[src/rtl/rf_ctrl_pkg.sv]
// Shared types and widths for the register-file command sequencer.
// Opcode and FSM state encodings live here so the ALU, the top and any checkers agree.
package rf_ctrl_pkg;

  localparam int REG_AW = 5;
  localparam int DATA_W = 32;
  localparam int IMM_W  = 16;

  typedef enum logic [2:0] {
    OP_POKE = 3'd0,
    OP_PEEK = 3'd1,
    OP_ADD  = 3'd2,
    OP_SUB  = 3'd3,
    OP_AND  = 3'd4,
    OP_OR   = 3'd5,
    OP_XOR  = 3'd6,
    OP_SLL  = 3'd7
  } op_e;

  typedef enum logic [2:0] {
    IDLE  = 3'd0,
    READ  = 3'd1,
    EXEC  = 3'd2,
    WRITE = 3'd3,
    DONE  = 3'd4
  } state_e;

endpackage

[src/rtl/rf_ctrl_alu.sv]
// Combinational result unit: maps an opcode and two operands (or the immediate)
// to a 32-bit result, modulo 2^32, with no flags.
module rf_ctrl_alu
  import rf_ctrl_pkg::*;
(
  input  logic [2:0]        op_i,
  input  logic [DATA_W-1:0] a_i,
  input  logic [DATA_W-1:0] b_i,
  input  logic [IMM_W-1:0]  imm_i,
  output logic [DATA_W-1:0] result_o
);

  op_e op;
  assign op = op_e'(op_i);

  always_comb begin
    result_o = '0;
    case (op)
      OP_POKE: result_o = {{(DATA_W-IMM_W){1'b0}}, imm_i};
      OP_PEEK: result_o = a_i;
      OP_ADD:  result_o = a_i + b_i;
      OP_SUB:  result_o = a_i - b_i;
      OP_AND:  result_o = a_i & b_i;
      OP_OR:   result_o = a_i | b_i;
      OP_XOR:  result_o = a_i ^ b_i;
      OP_SLL:  result_o = a_i << b_i[4:0];
      default: result_o = '0;
    endcase
  end

endmodule

[src/rtl/rf_ctrl.sv]
// Command sequencer driving the register-file ports: accept, read operands,
// execute, write back, then strobe the response.
module rf_ctrl
  import rf_ctrl_pkg::*;
(
  input  logic                 clk,
  input  logic                 reset,
  input  logic                 cmd_valid,
  output logic                 cmd_ready,
  input  logic [2:0]           cmd_op,
  input  logic [REG_AW-1:0]    cmd_rd,
  input  logic [REG_AW-1:0]    cmd_rs1,
  input  logic [REG_AW-1:0]    cmd_rs2,
  input  logic [IMM_W-1:0]     cmd_imm,
  output logic [REG_AW-1:0]    rf_raddr_a,
  input  logic [DATA_W-1:0]    rf_rdata_a,
  output logic [REG_AW-1:0]    rf_raddr_b,
  input  logic [DATA_W-1:0]    rf_rdata_b,
  output logic [REG_AW-1:0]    rf_waddr,
  output logic [DATA_W-1:0]    rf_wdata,
  output logic                 rf_we,
  output logic                 rsp_valid,
  output logic [DATA_W-1:0]    rsp_data,
  output logic                 busy,
  output logic [15:0]          cmd_count
);

  // Handshake: a command transfers on a rising edge where cmd_valid and
  // cmd_ready are both high; cmd_ready is high only in IDLE and never during reset.

  state_e              state_q, state_d;
  op_e                 op_q, op_d;
  logic [REG_AW-1:0]   rd_q, rd_d;
  logic [IMM_W-1:0]    imm_q, imm_d;
  logic [REG_AW-1:0]   raddr_a_q, raddr_a_d;
  logic [REG_AW-1:0]   raddr_b_q, raddr_b_d;
  logic [DATA_W-1:0]   opa_q, opa_d;
  logic [DATA_W-1:0]   opb_q, opb_d;
  logic [DATA_W-1:0]   result_q, result_d;
  logic [REG_AW-1:0]   waddr_q, waddr_d;
  logic [DATA_W-1:0]   wdata_q, wdata_d;
  logic                we_q, we_d;
  logic                rsp_valid_q, rsp_valid_d;
  logic [DATA_W-1:0]   rsp_data_q, rsp_data_d;
  logic [15:0]         count_q, count_d;
  logic [DATA_W-1:0]   alu_result;
  logic                accept;

  rf_ctrl_alu u_alu (
    .op_i     (op_q),
    .a_i      (opa_q),
    .b_i      (opb_q),
    .imm_i    (imm_q),
    .result_o (alu_result)
  );

  assign cmd_ready = (state_q == IDLE) && !reset;
  assign accept    = cmd_valid && cmd_ready;

  always_comb begin
    state_d     = state_q;
    op_d        = op_q;
    rd_d        = rd_q;
    imm_d       = imm_q;
    raddr_a_d   = raddr_a_q;
    raddr_b_d   = raddr_b_q;
    opa_d       = opa_q;
    opb_d       = opb_q;
    result_d    = result_q;
    waddr_d     = waddr_q;
    wdata_d     = wdata_q;
    we_d        = 1'b0;
    rsp_valid_d = 1'b0;
    rsp_data_d  = rsp_data_q;
    count_d     = count_q;

    case (state_q)
      IDLE: begin
        if (accept) begin
          op_d      = op_e'(cmd_op);
          rd_d      = cmd_rd;
          imm_d     = cmd_imm;
          raddr_a_d = cmd_rs1;
          raddr_b_d = cmd_rs2;
          // POKE needs no operands, so its result is known at accept time.
          if (op_e'(cmd_op) == OP_POKE) begin
            result_d = {{(DATA_W-IMM_W){1'b0}}, cmd_imm};
            state_d  = WRITE;
          end else begin
            state_d  = READ;
          end
        end
      end
      READ: begin
        opa_d   = rf_rdata_a;
        opb_d   = rf_rdata_b;
        state_d = EXEC;
      end
      EXEC: begin
        result_d = alu_result;
        state_d  = (op_q == OP_PEEK) ? DONE : WRITE;
      end
      WRITE:   state_d = DONE;
      DONE:    state_d = IDLE;
      default: state_d = IDLE;
    endcase

    // Write-port and response registers load on entry to their cycle and then hold.
    if (state_d == WRITE) begin
      we_d    = (rd_d != '0);
      waddr_d = rd_d;
      wdata_d = result_d;
    end
    if (state_d == DONE) begin
      rsp_valid_d = 1'b1;
      rsp_data_d  = result_d;
      count_d     = count_q + 16'd1;
    end
  end

  always_ff @(posedge clk or posedge reset) begin
    if (reset) begin
      state_q     <= IDLE;
      op_q        <= OP_POKE;
      rd_q        <= '0;
      imm_q       <= '0;
      raddr_a_q   <= '0;
      raddr_b_q   <= '0;
      opa_q       <= '0;
      opb_q       <= '0;
      result_q    <= '0;
      waddr_q     <= '0;
      wdata_q     <= '0;
      we_q        <= 1'b0;
      rsp_valid_q <= 1'b0;
      rsp_data_q  <= '0;
      count_q     <= '0;
    end else begin
      state_q     <= state_d;
      op_q        <= op_d;
      rd_q        <= rd_d;
      imm_q       <= imm_d;
      raddr_a_q   <= raddr_a_d;
      raddr_b_q   <= raddr_b_d;
      opa_q       <= opa_d;
      opb_q       <= opb_d;
      result_q    <= result_d;
      waddr_q     <= waddr_d;
      wdata_q     <= wdata_d;
      we_q        <= we_d;
      rsp_valid_q <= rsp_valid_d;
      rsp_data_q  <= rsp_data_d;
      count_q     <= count_d;
    end
  end

  assign rf_raddr_a = raddr_a_q;
  assign rf_raddr_b = raddr_b_q;
  assign rf_waddr   = waddr_q;
  assign rf_wdata   = wdata_q;
  assign rf_we      = we_q;
  assign rsp_valid  = rsp_valid_q;
  assign rsp_data   = rsp_data_q;
  assign busy       = (state_q != IDLE);
  assign cmd_count  = count_q;

endmodule

[config.mk]
export PLATFORM = sky130hd
export DESIGN_NAME = rf_ctrl
export DESIGN_NICKNAME = d
export VERILOG_FILES = /design/src/rtl/rf_ctrl_pkg.sv /design/src/rtl/rf_ctrl_alu.sv /design/src/rtl/rf_ctrl.sv
export SDC_FILE = /design/constraint.sdc
export NUM_CORES = 1
export LEC_CHECK = 0
export ABC_AREA = 1
export CORE_ASPECT_RATIO = 1.1
export CORE_MARGIN = 2
export CORE_UTILIZATION = 30
export CTS_BUF_LIST = sky130_fd_sc_hd__clkbuf_4 sky130_fd_sc_hd__clkbuf_8
export DETAILED_ROUTE_END_ITERATION = 12
export PLACE_DENSITY_LB_ADDON = 0.12
export SETUP_SLACK_MARGIN = 0.05
export SYNTH_ARGS = -nofsm -noshare
export SYNTH_HDL_FRONTEND = slang
export SYNTH_SLANG_ARGS = --single-unit
[constraint.sdc]
create_clock -name clk -period 7.6 [get_ports clk]
set_clock_uncertainty 0.05 [all_clocks]
set_input_delay 1.14 -clock clk [delete_from_list [all_inputs] [get_ports clk]]
set_output_delay 1.14 -clock clk [all_outputs]
set_load 0.005 [all_outputs]
### Word level (Yosys, flattened, before mapping)

Index checks and enable logic that the tools add are counted.

| storage, ports and cells | value |
|---|---|
| register bits | 220 |
| bits in latches | 0 |
| bits in writable memories | 0 |
| bits in read-only memories | 0 |
| input bits | 101 |
| output and inout port bits | 99 |
| word-level logic and storage cells | 55 |
| memories | 0 |

| operators by class | value |
|---|---|
| $add $sub $neg | 3 |
| multipliers | 0 |
| div/mod/pow operators | 0 |
| magnitude comparators | 0 |
| equality and inequality tests | 12 |
| shifts and indexed selects | 1 |
| muxes and demuxes | 12 |
| bitwise operators | 3 |
| reductions and logical operators | 9 |

Operator list:

| kind | count |
|---|---|
| one-hot mux 32 bit (8 select lines) | 1 |
| 2-to-1 mux 32 bit | 2 |
| one-hot mux 32 bit (2 select lines) | 1 |
| adder 32 bit | 1 |
| bitwise AND 32 bit | 1 |
| OR 32 bit | 1 |
| left shift 32 x 5 -> 32 bit | 1 |
| subtractor 32 bit | 1 |
| XOR 32 bit | 1 |
| adder 16 x 1 -> 16 bit, second input constant | 1 |
| equality test 3 x 2 -> 1 bit, second input constant | 5 |
| equality test 3 bit, second input constant | 5 |
| one-hot mux 3 bit (4 select lines) | 1 |
| 2-to-1 mux 5 bit | 2 |
| logical NOT 3 bit | 3 |
| equality test 3 x 1 -> 1 bit, second input constant | 2 |
| 2-to-1 mux 3 bit | 2 |
| nonzero test 5 bit | 1 |
| nonzero test 3 bit | 1 |
| logical AND 1 bit | 2 |
| 2-to-1 mux 1 bit | 2 |
| 2-to-1 mux 2 bit | 1 |
| AND reduction 2 bit | 1 |
| logical NOT 1 bit | 1 |

### Logic depth before layout (Yosys ltp)

| depth | value |
|---|---|
| depth in word-level cells | 7 |
| mapped depth | 30 |
| depth with buffers taken out | 28 |

### Modules after synthesis

A second synthesis with hierarchy kept.

| second synthesis, totals | value |
|---|---|
| cell total of the unflattened synthesis | 2430 |
| area, all modules | 16465.8 µm² |

Modules (own cells, without submodules):

| module | times used | cells each | area each (µm²) | seq. area each (µm²) |
|---|---|---|---|---|
| rf_ctrl | 1 | 1001 | 9242.6 | 5505.3 |
| rf_ctrl_alu | 1 | 1429 | 7223.2 | 0.0 |

### Worst setup path before layout

No wires, ideal clock.

| timing path | value |
|---|---|
| path type | input port to flip-flop |
| from | input reset |
| to | register waddr_q[0], in the netlist rf_waddr[0] |
| setup time | 0.130 ns |
| arrival | 7.187 ns |
| data required time | 7.420 ns |
| setup slack | 0.233 ns |
| stages on the path | 11 |
| buffers on the path | 1 |
| cell sequence | inv_1 -> nand3_4 -> inv_2 -> nand2_1 -> inv_1 -> nor2_1 -> nand2_1 -> nand2_2 -> inv_2 -> buf_2 -> a31oi_1 |

| on the way | value |
|---|---|
| cells in the longest elaborated chain, start to end | 6 |
| elaborated cells on any way between the ends | 8 |
| those cells by class | eq/ne: 1; mux: 4; reduce/logical: 3 |

RTL lines:

| item | RTL line | source |
|---|---|---|
| from (decl) | rf_ctrl.sv:7 | `input logic reset,` |
| logical NOT 1 bit (no line) | -- |  |
| logical AND 1 bit | rf_ctrl.sv:57 | `assign cmd_ready = (state_q == IDLE) && !reset;` |
| logical AND 1 bit | rf_ctrl.sv:58 | `assign accept = cmd_valid && cmd_ready;` |
| 2-to-1 mux 3 bit | rf_ctrl.sv:79 | `if (accept) begin` |
| one-hot mux 3 bit (4 select lines) | rf_ctrl.sv:77 | `case (state_q)` |
| net state_d[1] | rf_ctrl.sv:31 | `state_e state_q, state_d;` |
| equality test 3 x 2 -> 1 bit | rf_ctrl.sv:109 | `if (state_d == WRITE) begin` |
| to (signal assigned) | rf_ctrl.sv:148 | `waddr_q <= waddr_d;` |
| to (decl) | rf_ctrl.sv:40 | `logic [REG_AW-1:0] waddr_q, waddr_d;` |

The timed path passes the listed nets, and every way through them passes these cells.
A chain may end at the register's enable or synchronous reset.

### Worst setup path in the final report

| timing path | value |
|---|---|
| from | input reset |
| to | register wdata_q[10], in the netlist rf_wdata[10] |

| on the way | value |
|---|---|
| cells in the longest elaborated chain, start to end | 6 |
| elaborated cells on any way between the ends | 8 |
| those cells by class | eq/ne: 1; mux: 4; reduce/logical: 3 |

RTL lines:

| item | RTL line | source |
|---|---|---|
| logical NOT 1 bit (no line) | -- |  |
| logical AND 1 bit | rf_ctrl.sv:57 |  |
| logical AND 1 bit | rf_ctrl.sv:58 |  |
| 2-to-1 mux 3 bit | rf_ctrl.sv:79 |  |
| one-hot mux 3 bit (4 select lines) | rf_ctrl.sv:77 |  |
| net state_d[1] | rf_ctrl.sv:31 |  |
| equality test 3 x 2 -> 1 bit | rf_ctrl.sv:109 |  |
| to (signal assigned) | rf_ctrl.sv:149 | `wdata_q <= wdata_d;` |
| to (decl) | rf_ctrl.sv:41 | `logic [DATA_W-1:0] wdata_q, wdata_d;` |

The timed path passes the listed nets, and every way through them passes these cells.

==> impl_results.md <==
* Rel. slew slack at 41.9%
* Pleak at 9.37 nW
* Post-DP HPWL at 43.9 mm
* Number of CTS-inserted buffers at 43
* Fin cells at 3041
* Die X at 218 um
* Largest net degree at the start of global routing at 122
* Outcome: completed
* Layout cell share with drive strength beyond 1 at 6.18%
* Initial antenna violation count at 2
* Worst-skew pair later-pin latency at 0.62 ns
* Final setup fails at 0
* Commonest non-fill, non-tap cells in the layout: nand2_1 (821), dfrtp_1 (220), nand3_1 (206), inv_1 (203), clkdlybuf4s50_1 (199)
* PortBufs at 199
* Max-Cap Viols at 0
* Die area at 52300 sq um
* CTS Sinks at 220
* Synth area leaders: dfrtp_1 (36%), nand2_1 (20%), ha_1 (8.1%)
* Final WS setup at 2.55 ns
* DRC Markers at 0
* GRT overflow at 0
* Buf/Inv on CP at 5
* Net Count, Synth at 2376
* Global-route wire length before repair at 89.5 mm
* EDFF count, synth at 0
* Post-Place Cells at 2964
* Yosys top cell area share at 36.3%
* Commonest non-fill, non-tap cell in the layout: nand2_1
* WS Path Type: in2reg
* Final wirelength at 57.9 mm
* Slowest CP cell: inv_2
* Clock Tree Buf Depth at 3
* Minimum clock period at 5.05 ns
* Distinct cell type count of the synthesized netlist at 54
* # fillers at 5371
* # resized after CTS at 0
* Final hold vios at 0
* Fin nets at 2549
* Setup TNS Final at 0 ns
* Cell Chain, Critical Path: clkdlybuf4s50_1 > inv_8 > nand3_4 > inv_2 > nand2_1 > inv_1 > nor2_1 > nand2_1 > nand2_2 > inv_2 > nor2_1 > a31oi_1
* Final hold slack at 0.426 ns
* Post-CTS Setup Bufs at 0
* Area Overhead vs Synth at 23.0%
* Crit path launch type: primary input
* Most used flip-flop cell after synthesis: dfrtp_1
* First drt pass iteration count at 5
* Critical Path Max Stage Delay at 0.76 ns
* Die height at 240 um
* Initial core utilization at 30.3%
* Cell taking the most area after synthesis: dfrtp_1
* Slew of the pin with the lowest slew margin at 0.872 ns
* Crit Path Max Fanout at 121
* CP endpoint kind: register
* Post-DR vias/cell at 4.86
* Gpl congestion at 0.949
* Fin crit share at 66.5%
* Synth Cell Area at 15100 sq um
* CTS Hold Bufs at 0
* Arrival time worst endpoint at 5.52 ns
* CP top delay family: buffers and inverters
* WP depth at 12
* CTS tree: built
* Sequential-to-total area share from yosys stat at 36.3%
* Core area at 50000 sq um
* Post-synth ARST share at 100%
* Pwr dens at 532 nW/um^2
* I/O Pins at 200
* Hold Crit Depth at 2
* CP required at 8.07 ns
* DR iter-0 viols at 1142
* Clk pin slew, worst setup/hold paths at 0.06 ns
* Routed wire length per instance at 19.1 um
* Synth Instances at 2176
* FMAX at 0.198 GHz
* # H-tree levels at 2
* Flops & latches, synth at 220
* Worst-case reg-to-reg path depth at 26
* Clock root cell: clkbuf_8
* Final Slew Violations at 0
* Detail Route Antenna Nets at 0
* Peak supply drop at 0.169 mV
* Hold Path Class: reg2reg
* Vias in the first global route at 15038
* Global Route Usage Sum at 22.4%
* Setup WS pre-CTS at 1.73 ns
* Synthesized area per cell at 6.96 sq um
* Vias at 14775
* RSZ-0062 raised after global routing: false
* Row count at 86
* Synthesis warning total at 0
-- power by group --
group	total, mW	switching (mW)	internal [mW]
Combinational	6.42	4.27	2.14
Sequential	2.16	0.469	1.69
Clock	1.33	0.581	0.750
Total	9.90	5.32	4.58
-- stage by stage --
stage | utilization, % | area, sq um | total power [mW]
after floorplan | - | 15100 | 6.20
after global placement | 35.4 | 17700 | 8.57
after detailed placement | 35.4 | 17700 | 8.59
after CTS | 37.2 | 18600 | 10.0
after global routing | 37.2 | 18600 | 10.9
final | 37.2 | 18600 | 9.90
-- sequential cells by signal (all words and copies together), names as in the netlist, 16 cells and up --
| register | flops |
|---|---|
| imm_q | 16 |
| cmd_count | 16 |
| rf_wdata | 32 |
| rsp_data | 32 |
| result_q | 32 |
| opa_q | 32 |
| opb_q | 32 |
-- worst paths after layout --
path | startpoint | endpoint | slack [ns]
worst max-delay path | reset | rf_wdata[10] | 2.55
worst min-delay path | imm_q[7] | imm_q[7] | 0.43
worst max register to register | opb_q[0] | rf_wdata[27] | 2.74
worst min register to register | imm_q[7] | imm_q[7] | 0.43
max in group asynchronous | reset | opa_q[29] | 5.00
min in group asynchronous | reset | rsp_data[8] | 1.08
-- cell families (layout without fill, tap and decap cells) --
| kind of cell | Yosys count | in the layout | synth area share [%] |
|---|---|---|---|
| compound gates | 283 | 283 | 11.0 |
| xor+xnor | 45 | 45 | 2.60 |
| fa+ha+maj | 99 | 99 | 8.23 |
| buf+inv | 307 | 510 | 8.11 |
| flops | 220 | 220 | 36.3 |
| other cells | 0 | 2 | 0 |
| simple gates | 1222 | 1222 | 33.7 |
-- cell usage after synthesis, drive strengths merged, types with 5 or more instances --
cell type	number
a211oi	11
a21oi	64
a22o	13
a31oi	15
buf	40
clkbuf	44
dfrtp	220
ha	98
inv	222
nand2	827
nand3	211
nand3b	5
nand4	19
nor2	124
nor3	17
o2111ai	6
o211ai	10
o21ai	134
o21bai	6
o221ai	5
o22ai	5
or2	12
xnor2	6
xor2	39
-- worst register-to-register path, cell delays in order (launching register included) --
cell	delay, ns
dfrtp_1	0.35
buf_4	0.27
inv_2	0.58
ha_1	0.29
nand2_1	0.10
nor2_1	0.11
nand3_1	0.14
inv_1	0.10
nand4_2	0.13
nand2_1	0.15
o21ai_1	0.15
a21oi_2	0.24
o21ai_1	0.13
xor2_1	0.25
ha_1	0.35
a21oi_1	0.28
nand2_1	0.12
o21bai_1	0.22
nor2_1	0.17
nand2_1	0.06
nand2_1	0.06
nand3_1	0.07
nand2_1	0.08
nand2_1	0.05
nand2_1	0.11
nand2_1	0.07
nand2_1	0.08
-- metal layers --
metal / GRT usage, % / vias to the layer above / share of wire [%]
li1: - / 7375 / -
met1: 28.8 / 6882 / 43
met2: 37.3 / 411 / 47
met3: 3.63 / 105 / 5.0
met4: 9.48 / 2 / 4.2
met5: 0 / - / 0.026
-- final cells by class --
cell class                      instances  area (sq um)  area share (%)
Inverter                              223           846            4.54
Antenna cell                            2          5.00          0.0269
Multi-Input combinational cell       1649          8420            45.2
Clock buffer                           63           798            4.28
Timing Repair Buffer                  212          2090            11.2
Tap cell                              660           826            4.43
Sequential cell                       220          5510            29.5
Clock inverter                         12           138           0.739
Note: power is estimated with default switching activity, not from simulation.
